<file path="config.mk">
export PLATFORM = sky130hd
export DESIGN_NAME = risc_ctrl_seq
export DESIGN_NICKNAME = d
export VERILOG_FILES = /design/src/rtl/risc_ctrl_seq_pkg.sv /design/src/rtl/risc_exec_timer.sv /design/src/rtl/risc_ctrl_seq.sv
export SDC_FILE = /design/constraint.sdc
export NUM_CORES = 1
export LEC_CHECK = 0
export BUFFER_PORTS_ARGS = -buffer_cell sky130_fd_sc_hd__buf_2
export CAP_MARGIN = 20
export CORE_MARGIN = 1
export CORE_UTILIZATION = 43
export DETAILED_ROUTE_END_ITERATION = 8
export MAX_ROUTING_LAYER = met4
export PLACE_DENSITY = 0.66
export SLEW_MARGIN = 10
export SYNTH_ARGS = -nofsm -noshare
export SYNTH_HDL_FRONTEND = slang
export SYNTH_SLANG_ARGS = --single-unit
</file>
<file path="constraint.sdc">
create_clock -name Clk -period 2.8 [get_ports Clk]
set_input_delay 0.28 -clock Clk [delete_from_list [all_inputs] [get_ports Clk]]
set_output_delay 0.28 -clock Clk [all_outputs]
set_load 0.02 [all_outputs]
</file>
<file path="src/rtl/risc_ctrl_seq_pkg.sv">
// Shared definitions for the control sequencer: opcodes, instruction classes,
// FSM state encodings and the datapath strobe bundle.
package risc_ctrl_seq_pkg;

  localparam logic [7:0] OP_NOP  = 8'h00;
  localparam logic [7:0] OP_RET  = 8'h08;
  localparam logic [7:0] OP_LDI  = 8'h10;
  localparam logic [7:0] OP_HALT = 8'hFF;

  localparam logic [1:0] CLS_ALU_RR = 2'b01;
  localparam logic [1:0] CLS_ALU_RI = 2'b10;

  typedef enum logic [2:0] {
    ST_INIT  = 3'd0,
    ST_IDLE  = 3'd1,
    ST_RDOPS = 3'd2,
    ST_EXEC  = 3'd3,
    ST_WB    = 3'd4,
    ST_POP   = 3'd5,
    ST_LATCH = 3'd6,
    ST_HALT  = 3'd7
  } state_e;

  typedef enum logic [2:0] {
    IC_NOP     = 3'd0,
    IC_ILLEGAL = 3'd1,
    IC_ALU_RR  = 3'd2,
    IC_ALU_RI  = 3'd3,
    IC_LDI     = 3'd4,
    IC_RET     = 3'd5,
    IC_HALT    = 3'd6
  } iclass_e;

  typedef struct packed {
    logic fetch;
    logic rst_alu;
    logic rd_a;
    logic rd_b;
    logic imm_b;
    logic imm_alu;
    logic wr_en;
    logic pop;
    logic latch;
    logic busy;
    logic halted;
  } strobe_t;

  localparam strobe_t STROBE_NONE = '{default: 1'b0};
  localparam strobe_t STROBE_INIT = '{rst_alu: 1'b1, default: 1'b0};

  // Exact-match opcodes take priority over the two-bit ALU class prefixes.
  function automatic iclass_e decode_op(input logic [7:0] op);
    iclass_e cls;
    cls = IC_ILLEGAL;
    if (op == OP_NOP) begin
      cls = IC_NOP;
    end else if (op == OP_RET) begin
      cls = IC_RET;
    end else if (op == OP_LDI) begin
      cls = IC_LDI;
    end else if (op == OP_HALT) begin
      cls = IC_HALT;
    end else if (op[7:6] == CLS_ALU_RR) begin
      cls = IC_ALU_RR;
    end else if (op[7:6] == CLS_ALU_RI) begin
      cls = IC_ALU_RI;
    end else begin
      cls = IC_ILLEGAL;
    end
    return cls;
  endfunction

endpackage

</file>
<file path="src/rtl/risc_exec_timer.sv">
// Loadable down-counter that times the EXEC phase; zero marks its last cycle.
module risc_exec_timer (
  input  logic       Clk,
  input  logic       Reset,
  input  logic       load,
  input  logic [3:0] load_val,
  input  logic       dec,
  output logic       zero
);

  logic [3:0] cnt_r;

  // Count register: load wins over decrement, and the count never wraps below zero.
  always_ff @(posedge Clk) begin
    if (Reset) begin
      cnt_r <= 4'd0;
    end else if (load) begin
      cnt_r <= load_val;
    end else if (dec && (cnt_r != 4'd0)) begin
      cnt_r <= cnt_r - 4'd1;
    end else begin
      cnt_r <= cnt_r;
    end
  end

  assign zero = (cnt_r == 4'd0);

endmodule

</file>
<file path="src/rtl/risc_ctrl_seq.sv">
// Multi-cycle control sequencer: decodes one held instruction at a time and
// steps the ALU/register-file datapath through its phases.
module risc_ctrl_seq
  import risc_ctrl_seq_pkg::*;
#(
  parameter int ALU_LAT = 1,
  parameter int CNT_W   = 16
) (
  input  logic             Clk,
  input  logic             Reset,
  input  logic             Instr_Valid,
  input  logic [7:0]       Opcode,
  output logic             Fetch_Req,
  output logic             Reset_AluRegs,
  output logic             Rd_Oprnd_A,
  output logic             Rd_Oprnd_B,
  output logic             UseData_Imm_Or_RegB,
  output logic             UseData_Imm_Or_ALU,
  output logic             Reg_Wr_En,
  output logic             Pop_Psw,
  output logic             Latch_Flags,
  output logic             Busy,
  output logic             Halted,
  output logic             Illegal_Op,
  output logic [CNT_W-1:0] Instr_Count
);

  localparam logic [3:0] LAT_LOAD = 4'(ALU_LAT - 1);

  state_e            state_r;
  state_e            state_nxt_s;
  iclass_e           class_r;
  iclass_e           class_nxt_s;
  iclass_e           dec_class_s;
  logic              accept_s;
  logic              retire_s;
  logic              tmr_load_s;
  logic              tmr_dec_s;
  logic              tmr_zero_s;
  strobe_t           strb_s;
  strobe_t           strb_r;
  logic              illegal_r;
  logic [CNT_W-1:0]  count_r;

  assign dec_class_s = decode_op(Opcode);
  assign accept_s    = (state_r == ST_IDLE) && Instr_Valid;
  assign tmr_load_s  = (state_r == ST_RDOPS);
  assign tmr_dec_s   = (state_r == ST_EXEC);

  risc_exec_timer u_exec_timer (
    .Clk      (Clk),
    .Reset    (Reset),
    .load     (tmr_load_s),
    .load_val (LAT_LOAD),
    .dec      (tmr_dec_s),
    .zero     (tmr_zero_s)
  );

  // Next-state, class capture and retire detection.
  always_comb begin
    state_nxt_s = state_r;
    class_nxt_s = class_r;
    retire_s    = 1'b0;
    case (state_r)
      ST_INIT:  state_nxt_s = ST_IDLE;
      ST_IDLE: begin
        if (Instr_Valid) begin
          class_nxt_s = dec_class_s;
          case (dec_class_s)
            IC_ALU_RR, IC_ALU_RI: state_nxt_s = ST_RDOPS;
            IC_LDI:               state_nxt_s = ST_WB;
            IC_RET:               state_nxt_s = ST_POP;
            IC_HALT: begin
              state_nxt_s = ST_HALT;
              retire_s    = 1'b1;
            end
            default: begin
              state_nxt_s = ST_IDLE;
              retire_s    = 1'b1;
            end
          endcase
        end else begin
          state_nxt_s = ST_IDLE;
        end
      end
      ST_RDOPS: state_nxt_s = ST_EXEC;
      ST_EXEC: begin
        if (tmr_zero_s) begin
          state_nxt_s = ST_WB;
        end else begin
          state_nxt_s = ST_EXEC;
        end
      end
      ST_WB: begin
        state_nxt_s = ST_IDLE;
        retire_s    = 1'b1;
      end
      ST_POP:   state_nxt_s = ST_LATCH;
      ST_LATCH: begin
        state_nxt_s = ST_IDLE;
        retire_s    = 1'b1;
      end
      ST_HALT:  state_nxt_s = ST_HALT;
      default:  state_nxt_s = ST_INIT;
    endcase
  end

  // Strobes decoded from the upcoming state so the registered copy lines up with it.
  always_comb begin
    strb_s = STROBE_NONE;
    case (state_nxt_s)
      ST_INIT:  strb_s.rst_alu = 1'b1;
      ST_IDLE:  strb_s.fetch   = 1'b1;
      ST_RDOPS: begin
        strb_s.rd_a  = 1'b1;
        strb_s.rd_b  = 1'b1;
        strb_s.imm_b = (class_nxt_s == IC_ALU_RI);
        strb_s.busy  = 1'b1;
      end
      ST_EXEC:  strb_s.busy = 1'b1;
      ST_WB: begin
        strb_s.wr_en   = 1'b1;
        strb_s.imm_alu = (class_nxt_s == IC_LDI);
        strb_s.busy    = 1'b1;
      end
      ST_POP: begin
        strb_s.pop  = 1'b1;
        strb_s.busy = 1'b1;
      end
      ST_LATCH: begin
        strb_s.latch = 1'b1;
        strb_s.busy  = 1'b1;
      end
      ST_HALT:  strb_s.halted = 1'b1;
      default:  strb_s = STROBE_NONE;
    endcase
  end

  // State, captured class, output strobes, illegal pulse and retire counter.
  always_ff @(posedge Clk) begin
    if (Reset) begin
      state_r   <= ST_INIT;
      class_r   <= IC_NOP;
      strb_r    <= STROBE_INIT;
      illegal_r <= 1'b0;
      count_r   <= {CNT_W{1'b0}};
    end else begin
      state_r   <= state_nxt_s;
      class_r   <= class_nxt_s;
      strb_r    <= strb_s;
      illegal_r <= accept_s && (dec_class_s == IC_ILLEGAL);
      if (retire_s) begin
        count_r <= count_r + CNT_W'(1);
      end else begin
        count_r <= count_r;
      end
    end
  end

  assign Fetch_Req           = strb_r.fetch;
  assign Reset_AluRegs       = strb_r.rst_alu;
  assign Rd_Oprnd_A          = strb_r.rd_a;
  assign Rd_Oprnd_B          = strb_r.rd_b;
  assign UseData_Imm_Or_RegB = strb_r.imm_b;
  assign UseData_Imm_Or_ALU  = strb_r.imm_alu;
  assign Reg_Wr_En           = strb_r.wr_en;
  assign Pop_Psw             = strb_r.pop;
  assign Latch_Flags         = strb_r.latch;
  assign Busy                = strb_r.busy;
  assign Halted              = strb_r.halted;
  assign Illegal_Op          = illegal_r;
  assign Instr_Count         = count_r;

endmodule

</file>
==> results by group, run 1 <==
Global routing
  – First-pass GRT wire length: 6140 um
  – Largest net degree at the start of global routing: 31
  – Total congestion overflow: 0
  – Vias in the first global route: 1334
  – Initial antenna violation count: 0
  – Gr usage total: 0.189

Clock network
  – # resized after CTS: 0
  – Total CTS buffers: 5
  – Clock transition at the registers of the reported paths: 0.07 ns
  – Root Driver: clkbuf_8
  – Clock sinks: 37
  – Post-CTS Setup Bufs: 0
  – Hold Buf Count CTS: 0
  – Bufs on Longest Clock Path: 2
  – CTS tree: built
  – Clock Latency Late Sink: 0.28 ns
  – H-tree lvl count: 2

Final layout
  – Fraction of layout cells with a size suffix above 1: 0.227
  – Commonest non-fill, non-tap cell in the layout: buf_2
  – Final cell count without fillers: 290
  – Most frequent cells in the layout: buf_2 (38), dfxtp_1 (37), a21oi_1 (18)
  – Register Area: 741 um2
  – Design Area, Final: 2100 um2
  – Multi-input logic area: 945 um2
  – Ant. Diodes: 0
  – Nets: 257
  – Fin util: 0.554
  – Syn-to-layout area delta: 19.7%
  – Fillers: 379

Worst setup path
  – Worst-path fanout max: 5
  – Worst setup EP type: flip-flop
  – Critical Path RT: 2.95 ns
  – Startpoint Class: flip-flop
  – CP Class: flip-flop to flip-flop
  – WP data arrival: 2.33 ns
  – Crit. Startpoint: u_exec_timer.cnt_r[0]
  – Beginning of the worst register-to-register path: u_exec_timer.cnt_r[0]

Timing
  – Relative slew slack: 0.590
  – Endpoints failing setup: 0
  – Setup TNS: 0 ns
  – Slew Limit Fails: 0
  – Unrepaired setup endpoints after global routing: false
  – Max Freq: 460 MHz
  – Crit path time final: 2.18 ns
  – Fin. Hold Viols: 0
  – Setup ws final: 0.625 ns
  – Actual slew at the worst max-slew pin: 0.611 ns
  – Final Cycle Share: 0.777
  – Clock skew: 0.00503 ns

Pwr
  – Pleak: 0.000853 uW
  – IR Drop Worst-Case VDD: 0.000419 V
  – PD cells: 537 nW/um2

Routing
  – Via count: 1581
  – Iteration-0 DRC count of the detailed router: 84
  – Vias per inst: 5.45
  – WL final: 3670 um
  – DR WL/cell: 12.7 um
  – Drc violations: 0
  – First-pass DRT Iterations: 4
  – ANT nets after route: 0

Floorplanning
  – Row count: 22
  – Die area: 4350 um2
  – Die Y: 65.9 um
  – Die span in x: 65.9 um
  – Core ar.: 3800 um2
  – Initial Utilization: 0.463
  – I/O pins: 39

Synth
  – #FFs+latches synth: 37
  – Top_reg_cell synth: dfxtp_1
  – Register area share after synthesis: 0.421
  – Syn_area_per_cell: 8.62 um2
  – Async set-reset flop share out of synthesis: 0
  – Mapped Cells: 204
  – Distinct cells, synth: 45
  – Mapped cell area: 1760 um2
  – Yosys warns: 0
  – Number of flops mapped to enable cells by yosys: 0
  – Post-synthesis net count: 220

Placed design
  – GPL Wtd Cong: 0.832
  – IO buf count: 38
  – Area after DPL: 1980 um2
  – Pre-CTS setup slack: 0.343 ns
  – Hpwl dp: 2660 um
  – Placed Instances: 282

Status
  – Status: completed

Flow run
  – Max-cap viol count: 0

Hold path
  – Worst min-delay path startpoint: Reset
  – Worst Hold Class: primary input to flip-flop
[state kept, by name (all words and copies together) (netlist names)]
name / flops
Instr_Count: 16
UseData_Imm_Or_RegB: 1
u_exec_timer.cnt_r: 4
Latch_Flags: 1
Illegal_Op: 1
Fetch_Req: 1
class_r: 3
Rd_Oprnd_A: 1
UseData_Imm_Or_ALU: 1
state_r: 3
Pop_Psw: 1
Reset_AluRegs: 1
Halted: 1
Busy: 1
Reg_Wr_En: 1
[cells in the mapped netlist (all sizes together), types with 6 or more instances]
| cell type | n | share of area |
|---|---|---|
| dfxtp | 37 | 0.42 |
| a21oi | 18 | 0.051 |
| nor2 | 14 | 0.030 |
| nand2 | 13 | 0.028 |
| o21ai | 10 | 0.028 |
| inv | 9 | 0.019 |
| or3 | 9 | 0.032 |
| nand3 | 8 | 0.023 |
| o31ai | 8 | 0.034 |
| clkbuf | 6 | 0.013 |
| or4 | 6 | 0.026 |
[layout make-up]
class                   instances  area share
multi-input cells             148       0.449
flip-flops and latches         37       0.352
repair buffers                 40      0.0975
clock buffers                   6      0.0392
well taps                      48      0.0285
clock inverters                 2      0.0178
inverters                       9      0.0161
[metrics by stage]
stage / hold WS, ns / power [uW]
after detailed placement: 0.472 / 670
final: 0.340 / 1130
after global placement: 0.465 / 669
after global routing: 0.349 / 1190
after CTS: 0.327 / 1150
after floorplan: 0.370 / 634
[report_power, final]
part,switching (uW),internal [uW],total (uW)
combinational,69.2,39.9,109
sequential,10.3,538,548
clock,184,289,473
total,263,867,1130
[critical path: stages (launching register included)]
cell	delay (ns)
dfxtp_1	0.37
inv_1	0.06
ha_1	0.22
and4bb_2	0.28
o41a_1	0.43
or2_2	0.32
a2111oi_0	0.38
[kinds of logic after synthesis]
group | Yosys count | synth area share
AND/OR/NAND/NOR | 85 | 0.277
AO/OA/AOI/OAI | 52 | 0.191
flip-flops | 37 | 0.421
buffers and inverters | 19 | 0.0448
XOR/XNOR | 5 | 0.0249
adder cells (fa/ha/maj) | 5 | 0.0356
multiplexers | 1 | 0.00569
[routing by layer]
metal | share of wire | up-vias | track usage
li1 | - | 820 | -
met1 | 0.51 | 722 | 0.259
met5 | 0 | - | -
met3 | 0.054 | 2 | 0.0534
met2 | 0.43 | 37 | 0.260
met4 | 0.0063 | 0 | 0.0691
[final timing paths]
kind	to	slack, ns	cells past startpoint
hold reg to reg	class_r[0]	0.48	2
setup / recovery	UseData_Imm_Or_RegB	0.62	6
hold / removal	Reset_AluRegs	0.34	1
setup reg to reg	UseData_Imm_Or_RegB	0.62	6
Power figures use the tool's default switching activity.
==> inputs of run 2 (changes only) <==
--- a/config.mk
+++ b/config.mk
@@ -5,13 +5,14 @@
 export SDC_FILE = /design/constraint.sdc
 export NUM_CORES = 1
 export LEC_CHECK = 0
+export ABC_AREA = 1
 export BUFFER_PORTS_ARGS = -buffer_cell sky130_fd_sc_hd__buf_2
 export CAP_MARGIN = 20
 export CORE_MARGIN = 1
 export CORE_UTILIZATION = 43
 export DETAILED_ROUTE_END_ITERATION = 8
 export MAX_ROUTING_LAYER = met4
-export PLACE_DENSITY = 0.66
+export PLACE_DENSITY = 0.68
 export SLEW_MARGIN = 10
 export SYNTH_ARGS = -nofsm -noshare
 export SYNTH_HDL_FRONTEND = slang
==> constraint.sdc (replaced) <==
create_clock -name Clk -period 2 [get_ports Clk]
set_input_delay 0.2 -clock Clk [delete_from_list [all_inputs] [get_ports Clk]]
set_output_delay 0.2 -clock Clk [all_outputs]
set_load 0.02 [all_outputs]
==> results by group, run 2 <==
Global routing
  – Total congestion overflow: 0 (unchanged)
  – Largest net degree at the start of global routing: 27 (was 31)
  – Initial antenna violation count: 0 (unchanged)
  – Gr usage total: 0.189 (about the same)
  – First-pass GRT wire length: 6420 um (was 6140 um)
  – Vias in the first global route: 1542 (was 1334)

Clock network
  – Root Driver: clkbuf_8 (unchanged)
  – # resized after CTS: 0 (unchanged)
  – Clock sinks: 37 (unchanged)
  – H-tree lvl count: 2 (unchanged)
  – Post-CTS Setup Bufs: 0 (unchanged)
  – Clock transition at the registers of the reported paths: 0.07 ns (about the same)
  – Clock Latency Late Sink: 0.29 ns (was 0.28 ns)
  – Bufs on Longest Clock Path: 2 (unchanged)
  – CTS tree: built (unchanged)
  – Hold Buf Count CTS: 0 (unchanged)
  – Total CTS buffers: 5 (unchanged)

Pwr
  – Pleak: 0.00101 uW (was 0.000853 uW)
  – PD cells: 655 nW/um2 (was 537 nW/um2)
  – IR Drop Worst-Case VDD: 0.000401 V (was 0.000419 V)

Synth
  – Syn_area_per_cell: 6.91 um2 (was 8.62 um2)
  – Yosys warns: 0 (unchanged)
  – Top_reg_cell synth: dfxtp_1 (unchanged)
  – Most numerous cell in the Yosys netlist: nand2_1 (was dfxtp_1)
  – Post-synthesis net count: 289 (was 220)
  – Synth cell count leaders: nand2_1 (64), nor2_1 (42), dfxtp_1 (37) (was dfxtp_1 (37), a21oi_1 (18), nor2_1 (14))
  – Async set-reset flop share out of synthesis: 0 (unchanged)
  – Top post-synthesis cells by area: dfxtp_1 (39%), nand2_1 (13%), nor2_1 (8.4%), inv_1 (6.4%), a21oi_1 (5.6%) (was dfxtp_1 (42%), a21oi_1 (5.1%), ha_1 (3.6%), o31ai_1 (3.4%), or3_1 (3.2%))
  – Synth area leader: dfxtp_1 (unchanged)
  – Top-area cell type share of the netlist area: 0.393 (was 0.421)
  – Distinct cells, synth: 28 (was 45)
  – Mapped Cells: 273 (was 204)
  – Mapped cell area: 1890 um2 (was 1760 um2)
  – Register area share after synthesis: 0.393 (was 0.421)
  – #FFs+latches synth: 37 (unchanged)
  – Number of flops mapped to enable cells by yosys: 0 (unchanged)

Final layout
  – Commonest non-fill, non-tap cell in the layout: nand2_1 (was buf_2)
  – Syn-to-layout area delta: 16.5% (was 19.7%)
  – Fin util: 0.534 (was 0.554)
  – Final cell count without fillers: 364 (was 290)
  – Multi-input logic area: 972 um2 (was 945 um2)
  – Fillers: 440 (was 379)
  – Fraction of layout cells with a size suffix above 1: 0.217 (was 0.227)
  – Design Area, Final: 2200 um2 (was 2100 um2)
  – Max reg flops: 16 (unchanged)
  – Nets: 330 (was 257)
  – Most frequent cells in the layout: nand2_1 (64), nor2_1 (42), buf_2 (38) (was buf_2 (38), dfxtp_1 (37), a21oi_1 (18))
  – Ant. Diodes: 0 (unchanged)
  – Register Area: 741 um2 (unchanged)

Status
  – Status: completed (unchanged)

Floorplanning
  – I/O pins: 39 (unchanged)
  – Die area: 4660 um2 (was 4350 um2)
  – Core ar.: 4120 um2 (was 3800 um2)
  – Initial Utilization: 0.458 (was 0.463)
  – Die span in x: 68.2 um (was 65.9 um)
  – Row count: 23 (was 22)
  – Die Y: 68.2 um (was 65.9 um)

Worst setup path
  – Startpoint Class: flip-flop (unchanged)
  – Worst path max stage delay: 0.32 ns (was 0.43 ns)
  – Worst r2r dst: Latch_Flags (was UseData_Imm_Or_RegB)
  – Worst setup EP type: flip-flop (unchanged)
  – Slowest CP cell: a211oi_1 (was o41a_1)
  – WP data arrival: 1.93 ns (was 2.33 ns)
  – Critical Path RT: 2.19 ns (was 2.95 ns)
  – CP Class: flip-flop to flip-flop (unchanged)
  – CP cell instances: inv_1, ha_1, nand3_1, nand2_1, inv_1, a211oi_1, nand2_1, nor3_1 (was inv_1, ha_1, and4bb_2, o41a_1, or2_2, a2111oi_0)
  – Worst-path fanout max: 6 (was 5)
  – R2R cell count: 8 (was 6)
  – R2R Setup Slk: 0.26 ns (was 0.62 ns)
  – Beginning of the worst register-to-register path: u_exec_timer.cnt_r[0] (unchanged)

Routing
  – WL final: 3680 um (was 3670 um)
  – DR WL/cell: 10.1 um (was 12.7 um)
  – Vias per inst: 4.84 (was 5.45)
  – Via count: 1761 (was 1581)
  – Drc violations: 0 (unchanged)
  – Iteration-0 DRC count of the detailed router: 98 (was 84)
  – ANT nets after route: 0 (unchanged)
  – First-pass DRT Iterations: 4 (unchanged)

Timing
  – Unrepaired setup endpoints after global routing: false (unchanged)
  – Fin. Hold Viols: 0 (unchanged)
  – Actual slew at the worst max-slew pin: 0.477 ns (was 0.611 ns)
  – Max Freq: 576 MHz (was 460 MHz)
  – Clock skew: 0.00271 ns (was 0.00503 ns)
  – Relative slew slack: 0.678 (was 0.590)
  – Slew Limit Fails: 0 (unchanged)
  – Setup TNS: 0 ns (unchanged)
  – WHS: 0.198 ns (was 0.340 ns)
  – Endpoints failing setup: 0 (unchanged)
  – Final Cycle Share: 0.869 (was 0.777)
  – Crit path time final: 1.74 ns (was 2.18 ns)

Placed design
  – Placed Instances: 357 (was 282)
  – Hpwl dp: 2830 um (was 2660 um)
  – GPL Wtd Cong: 0.820 (was 0.832)
  – Area after DPL: 2110 um2 (was 1980 um2)
  – IO buf count: 38 (unchanged)

Flow run
  – Max-cap viol count: 0 (unchanged)

Hold path
  – Worst Hold Class: primary input to flip-flop (unchanged)
  – Worst min-delay path startpoint: Reset (unchanged)
  – Hold path endpoint: Reset_AluRegs (unchanged)
  – WHS Path Cells: 1 (unchanged)
## run 2: changes by cell type after synthesis, sizes merged, moves of 4 or more
cell | previous run | this run
nand2 | 13 | 69
nor2 | 14 | 47
inv | 9 | 35
nand3 | 8 | 17
or3 | 9 | 0
o31ai | 8 | 0
or4 | 6 | 0
and3 | 5 | 0
a21oi | 18 | 22
and2 | 4 | 0
clkbuf | 6 | 2
## run 2: cell families (layout without fill, tap and decap cells)
logic type	count (synthesis)	after routing	share of synthesized area
AND/OR/NAND/NOR	150	150	0.361
buffers and inverters	41	82	0.0922
flip-flops	37	37	0.393
AO/OA/AOI/OAI	36	36	0.102
adder cells (fa/ha/maj)	5	5	0.0332
XOR/XNOR	4	4	0.0186
## run 2: worst max-delay path: cells and delay by family, from the launching register on
kind            cells  cell delay [ns]
buf+inv             2             0.18
flops               1             0.31
fa+ha+maj           1             0.20
compound gates      1             0.32
simple gates        4             0.63
## run 2: metrics by stage
step	worst slack (ns)	total power, uW
finish	0.263	1440
global route	0.0560	1510
CTS	0.246	1460
detailed placement	0.175	939
global placement	0.261	937
floorplan	0.278	899
## run 2: where the power goes
part | internal (uW) | leakage, uW | switching, uW | total, uW
combinational | 51.4 | 0.000662 | 108 | 159
clock | 273 | 0.0000443 | 246 | 519
sequential | 755 | 0.000300 | 8.25 | 763
total | 1080 | 0.00101 | 362 | 1440
## run 2: worst max-delay path by stage
stage | start | endpoint | slack, ns | depth (start not counted)
6_report | u_exec_timer.cnt_r[0] | Latch_Flags | 0.26 | 8
5_1_grt | u_exec_timer.cnt_r[0] | Latch_Flags | 0.06 | 8
4_1_cts | u_exec_timer.cnt_r[0] | Latch_Flags | 0.25 | 8
3_5_place_dp | Opcode[7] | Instr_Count[5] | 0.18 | 14
3_3_place_gp | Opcode[7] | Instr_Count[3] | 0.26 | 14
2_1_floorplan | Instr_Count[0] | Instr_Count[12] | 0.28 | 8
## run 2: area by class of cell
class                   instances  share of cell area
well taps                      50              0.0285
inverters                      35              0.0598
flip-flops and latches         37               0.337
clock buffers                   7              0.0393
repair buffers                 40              0.0933
multi-input cells             195               0.442
## run 2: layer usage
layer	vias up	part of all wire	global-route usage
li1	951	-	-
met1	775	0.53	0.238
met2	28	0.41	0.273
met3	7	0.038	0.0500
met4	0	0.020	0.102
met5	-	0	-
